File: src/rtl/sync_fifo_flags.sv
// sync_fifo_flags: single-clock FIFO with exact count, almost flags and sticky errors.
// Define SYNC_FIFO_FWFT_EN for first-word-fall-through reads; default is registered dout.
module sync_fifo_flags #(
  parameter int DATA_WIDTH = 32,
  parameter int ADDR_WIDTH = 4,
  parameter int AF_LEVEL   = (1 << ADDR_WIDTH) - 4,
  parameter int AE_LEVEL   = 2
) (
  input  logic                  clk,
  input  logic                  rst,
  input  logic                  wr_en,
  input  logic [DATA_WIDTH-1:0] din,
  input  logic                  rd_en,
  input  logic                  clr_err,
  output logic [DATA_WIDTH-1:0] dout,
  output logic                  full,
  output logic                  empty,
  output logic                  almost_full,
  output logic                  almost_empty,
  output logic [ADDR_WIDTH:0]   count,
  output logic                  overflow,
  output logic                  underflow
);
  localparam int DEPTH = 1 << ADDR_WIDTH;
  logic [DATA_WIDTH-1:0] mem [DEPTH];
  logic [ADDR_WIDTH-1:0] wr_ptr, rd_ptr;
  logic wr_allow, rd_allow;
  assign full         = count == (ADDR_WIDTH+1)'(DEPTH);
  assign empty        = count == '0;
  assign almost_full  = count >= (ADDR_WIDTH+1)'(AF_LEVEL);
  assign almost_empty = count <= (ADDR_WIDTH+1)'(AE_LEVEL);
  assign wr_allow     = wr_en & !full;
  assign rd_allow     = rd_en & !empty;
  always_ff @(posedge clk)
    if (wr_allow) mem[wr_ptr] <= din;
  always_ff @(posedge clk or posedge rst)
    if (rst) begin
      wr_ptr    <= '0;
      rd_ptr    <= '0;
      count     <= '0;
      overflow  <= 1'b0;
      underflow <= 1'b0;
    end else begin
      wr_ptr    <= wr_allow ? wr_ptr + ADDR_WIDTH'(1) : wr_ptr;
      rd_ptr    <= rd_allow ? rd_ptr + ADDR_WIDTH'(1) : rd_ptr;
      count     <= count + (ADDR_WIDTH+1)'(wr_allow) - (ADDR_WIDTH+1)'(rd_allow);
      // a fresh error in the same cycle wins over clr_err
      overflow  <= (wr_en & full) | (overflow & !clr_err);
      underflow <= (rd_en & empty) | (underflow & !clr_err);
    end
`ifdef SYNC_FIFO_FWFT_EN
  assign dout = mem[rd_ptr];
`else
  always_ff @(posedge clk or posedge rst)
    if (rst) dout <= '0;
    else if (rd_allow) dout <= mem[rd_ptr];
`endif
endmodule

File: config.mk
export PLATFORM = sky130hd
export DESIGN_NAME = sync_fifo_flags
export DESIGN_NICKNAME = d
export VERILOG_FILES = /design/src/rtl/sync_fifo_flags.sv
export SDC_FILE = /design/constraint.sdc
export NUM_CORES = 1
export LEC_CHECK = 0
export BUFFER_PORTS_ARGS = -buffer_cell sky130_fd_sc_hd__clkbuf_2
export CORE_ASPECT_RATIO = 1.25
export CORE_MARGIN = 3
export CORE_UTILIZATION = 61
export DETAILED_ROUTE_END_ITERATION = 8
export PLACE_DENSITY = 0.77
export SLEW_MARGIN = 0
export SYNTH_ARGS = -nofsm -noshare
export SYNTH_HDL_FRONTEND = slang
export SYNTH_SLANG_ARGS = --single-unit
File: constraint.sdc
create_clock -name clk -period 6.8 [get_ports clk]
set_input_delay 1.36 -clock clk [delete_from_list [all_inputs] [get_ports clk]]
set_output_delay 1.36 -clock clk [all_outputs]
set_load 0.01 [all_outputs]
* After elaboration in Yosys (flattened, before gate mapping) *
Memory sizes are Yosys's and may differ from the RTL's. A register that Yosys moved wholly into a read port is not among the register bits.
Index checks and enable logic that the tools add are counted.

operators by class
  eq/ne operators = 1
  bitwise operators = 8
  order comparisons = 2
  add/sub/neg operators = 4
  multiplexer cells = 2
  reductions and logical operators = 4

operator list
  kind                   number
  $add A4 B1 Y4 const B  2
  $and A1 B1 Y1          6
  $add A5 B1 Y5          1
  $eq A5 B5 Y1 const B   1
  $ge A5 B4 Y1 const B   1
  $le A5 B2 Y1 const B   1
  $logic_not A5 Y1       1
  $sub A5 B1 Y5          1
  $logic_not A1 Y1       3
  $mux W1                2
  $or A1 B1 Y1           2

storage, ports and cells
  output and inout port bits = 43
  word-level logic and storage cells = 27
  bits in writable memories = 512
  register bits after elaboration = 15
  memories = 1

memories
  memory  words  bits a word  rd ports  clocked after memory_dff  write ports  line  text
  mem     16     32           1         1                         1            25    logic [DATA_WIDTH-1:0] mem [DEPTH];

* Longest topological paths before layout *
  word-level depth = 5
  mapped depth = 14
  mapped depth without buffers = 12

* Worst setup path after synthesis *
No wires, ideal clock.

  path type = input port to flip-flop
  start = input port wr_en
  end = memory mem[3][0], enable pin
  path buffers = 1
  library setup time = 501 ps
  arrival time = 4,800 ps
  stages on the path = 4
  setup slack = 1,498 ps
  cell sequence = nor2b_1 buf_2 inv_1 nor4_1

between the ends
  word-level cells in the longest chain between the ends = 3

ends and longest elaborated chain
  element                        line  text
  start: declaration             11    input logic wr_en,
  $and A1 B1 Y1                  32    assign wr_allow = wr_en & !full;
  $mux W1                        35    if (wr_allow) mem[wr_ptr] <= din;
  $mux W1 (not written as such)  35
  end: declaration               25

No other way between the ends.

* Final worst setup path *
  start = register count[2]
  end = output port empty

between the ends
  word-level cells in the longest chain between the ends = 1

ends and longest elaborated chain
  element                   line  text
  start: declaration        20    output logic [ADDR_WIDTH:0] count,
  start signal: assignment  46    count <= count + (ADDR_WIDTH+1)'(wr_allow) - (ADDR_WIDTH+1)'(rd_allow);
  $logic_not A5 Y1          29    assign empty = count == '0;
  end: declaration          17    output logic empty,

No other way between the ends.

==> impl_metrics.json <==
{
  "finalHoldViolations": 0,
  "netlist.area_leader.share_pct": 71.8,
  "p_sw_share_pct": 28.7,
  "htreeDepth": 2,
  "path_clk_slew_ns": 0.06,
  "layout_common_cells": "edfxtp_1 (512), mux4_2 (128), clkbuf_2 (79)",
  "final_util_pct": 69.3,
  "cts_buffers": 50,
  "rows": 76,
  "antenna_found_initial": 0,
  "p_comb_share_pct": 25.2,
  "endpoint_kind": "primary output",
  "io_pins": 80,
  "drc": 0,
  "fin_skew_ns": 0.0148,
  "avgSynthCellArea_um2": 21.9,
  "max_cap_viol_count": 0,
  "min_path_type": "flop to flop",
  "hold_buffers": 0,
  "diodes": 0,
  "ir_worst_vdd_mv": 0.246,
  "internal_power_mw": 6.99,
  "report.final.slew_viol_count": 0,
  "final_common_cell": "edfxtp_1",
  "numClockSinks": 559,
  "synth_area_leaders": "edfxtp_1 (72%), mux4_2 (13%), dfrtp_1 (5.5%), o22ai_1 (1.4%), ha_1 (0.88%)",
  "p_leak_nw": 7.79,
  "p_seq_share_pct": 46.6,
  "crit_arrival_ns": 2.28,
  "status": "complete, no violations",
  "clk_latency_ns": 0.58,
  "syn-num-nets": 1030,
  "synthCells": 977,
  "hold_start": "overflow$_DFF_PP0_",
  "fin_setup_tns_ns": 0,
  "ys.flop_type": "edfxtp_1",
  "post_cts_buffers": 0,
  "cts_tree": "done",
  "synth-seq-area-share_pct": 77.3,
  "max_slew_margin_pct": 16.8,
  "fin_area_um2": 23900,
  "die_area_um2": 37400,
  "ctsRootBufferMaster": "clkbuf_16",
  "rsz0062_at_grt": "false",
  "grt.overflow.total": 0,
  "fmax_mhz": 274,
  "critical_path.startpoint_type": "flop",
  "start_util_pct": 62.0,
  "layout-drive-gt1-share_pct": 31.6,
  "switchingPower_mw": 2.82,
  "vias": 10146,
  "drtIter0Drc": 1020,
  "die_h_um": 215,
  "cp.required_ns": 5.44,
  "yosysWarningCount": 0,
  "die_w_um": 174,
  "rrSetupSlack_ns": 3.30,
  "final_nets": 1126,
  "synth_top_area_cell": "edfxtp_1",
  "drtAntennaViolNets": 0,
  "worst_path_max_delay_cell": "or4b_1",
  "clk_path_buf_depth": 3,
  "clkPwrFrac_pct": 28.2,
  "fin_crit_sh_pct": 53.6,
  "crit_chain": "inv_1, ha_1, or4b_1, clkinv_4, clkbuf_2",
  "core_area_um2": 34500,
  "startpoint": "count[2]$_DFF_PP0_",
  "gp_congestion": 0.759,
  "dp_hpwl_um": 22700,
  "p_total_mw": 9.81,
  "power_density_nw_per_um2": 410,
  "grt_pass1_wl_um": 67200,
  "synthArstFlopShare_pct": 8.41,
  "viasPerCell": 6.41,
  "synthesis.area_um2": 21400,
  "ys_ff_latch": 559,
  "critPathMaxFanout": 5,
  "cp_slowest_stage_delay_ns": 0.66,
  "post_cts_resized": 0,
  "place_area_um2": 22300,
  "wl_per_cell_um": 27.8,
  "synth_edf_count": 512,
  "grt_max_degree": 68,
  "grt_usage_pct": 24.2,
  "worst-setup-path-type": "flop to primary output",
  "reg2reg_from": "count[2]$_DFF_PP0_",
  "min_period_ns": 3.64,
  "firstDrtPassIters": 5,
  "wl_um": 43900,
  "setup_viol": 0,
  "grt_pass1_vias": 10858,
  "syn2layout_area_growth_pct": 11.8,
  "synth_cell_type_count": 43,
  "numPortBuffers": 79,
  "tightest_slew_ns": 1.24
}
-- synthesized netlist by cell type, types with 15 or more instances --
cell      count
nor2b_1      19
inv_1        17
ha_1         15
a21oi_1      17
nor2_1       25
a211oi_1     16
mux4_2      128
o22ai_1      47
buf_2        20
dfrtp_1      47
edfxtp_1    512
mux2_2       16
-- logic make-up (layout without fill, tap and decap cells) --
group           count (synthesis)  after routing  share of synthesized area (%)
flops                         559            559                           77.3
mux                           144            144                           14.3
simple gates                   90             90                           2.58
compound gates                 87             87                           2.61
buf+inv                        72            209                           1.83
fa+ha+maj                      16             16                          0.970
xor+xnor                        9              9                          0.368
-- stage by stage --
step | std cells | setup slack, ns | hold slack, ns
after floorplan | 977 | 1.50 | 0.558
after global placement | 1489 | 2.94 | 0.526
after detailed placement | 1489 | 2.82 | 0.532
after CTS | 1582 | 3.14 | 0.545
after global routing | 1582 | 2.99 | 0.596
final | 1582 | 3.16 | 0.547
-- critical path, delay by kind of cell, from the launching register on --
kind | cells | cell delay, ns
flops | 1 | 0.43
simple gates | 1 | 0.66
buf+inv | 3 | 0.46
fa+ha+maj | 1 | 0.16
-- power by group through the flow --
| stage | sequential, mW | clock [mW] | combinational [mW] |
|---|---|---|---|
| after floorplan | 4.45 | 0 | 1.95 |
| after global placement | 4.61 | 0 | 2.43 |
| after detailed placement | 4.64 | 0 | 2.47 |
| after CTS | 4.58 | 2.81 | 2.51 |
| after global routing | 4.62 | 2.94 | 2.66 |
| final | 4.57 | 2.77 | 2.47 |
-- registers in the layout (all words and copies together) (netlist names) --
register   cells
mem          512
dout          32
count          5
rd_ptr         4
wr_ptr         4
overflow       1
underflow      1
-- area by class of cell --
| type | instances | area (um2) |
|---|---|---|
| Multi-Input combinational cell | 346 | 4550 |
| Timing Repair Buffer | 97 | 543 |
| Inverter | 19 | 76.3 |
| Fill cell | 2047 | 10600 |
| Clock inverter | 19 | 169 |
| Tap cell | 468 | 586 |
| Clock buffer | 74 | 1450 |
| Sequential cell | 559 | 16600 |
-- worst paths after layout --
path,endpoint,depth (start not counted)
worst max-delay path,empty,5
worst min-delay path,overflow$_DFF_PP0_,2
worst max register to register,count[4]$_DFF_PP0_,13
worst min register to register,overflow$_DFF_PP0_,2
max in group asynchronous,rd_ptr[1]$_DFFE_PP0P_,3
min in group asynchronous,dout[15]$_DFFE_PP0P_,3
-- layer usage --
layer  up-vias  GRT usage (%)  wire [um]
li1       4249              -          -
met3        96           3.82       2570
met2       412           40.8      23300
met1      5389           32.3      16600
met5         -              0          0
met4         0           9.68       1440
Power figures use the tool's default switching activity.
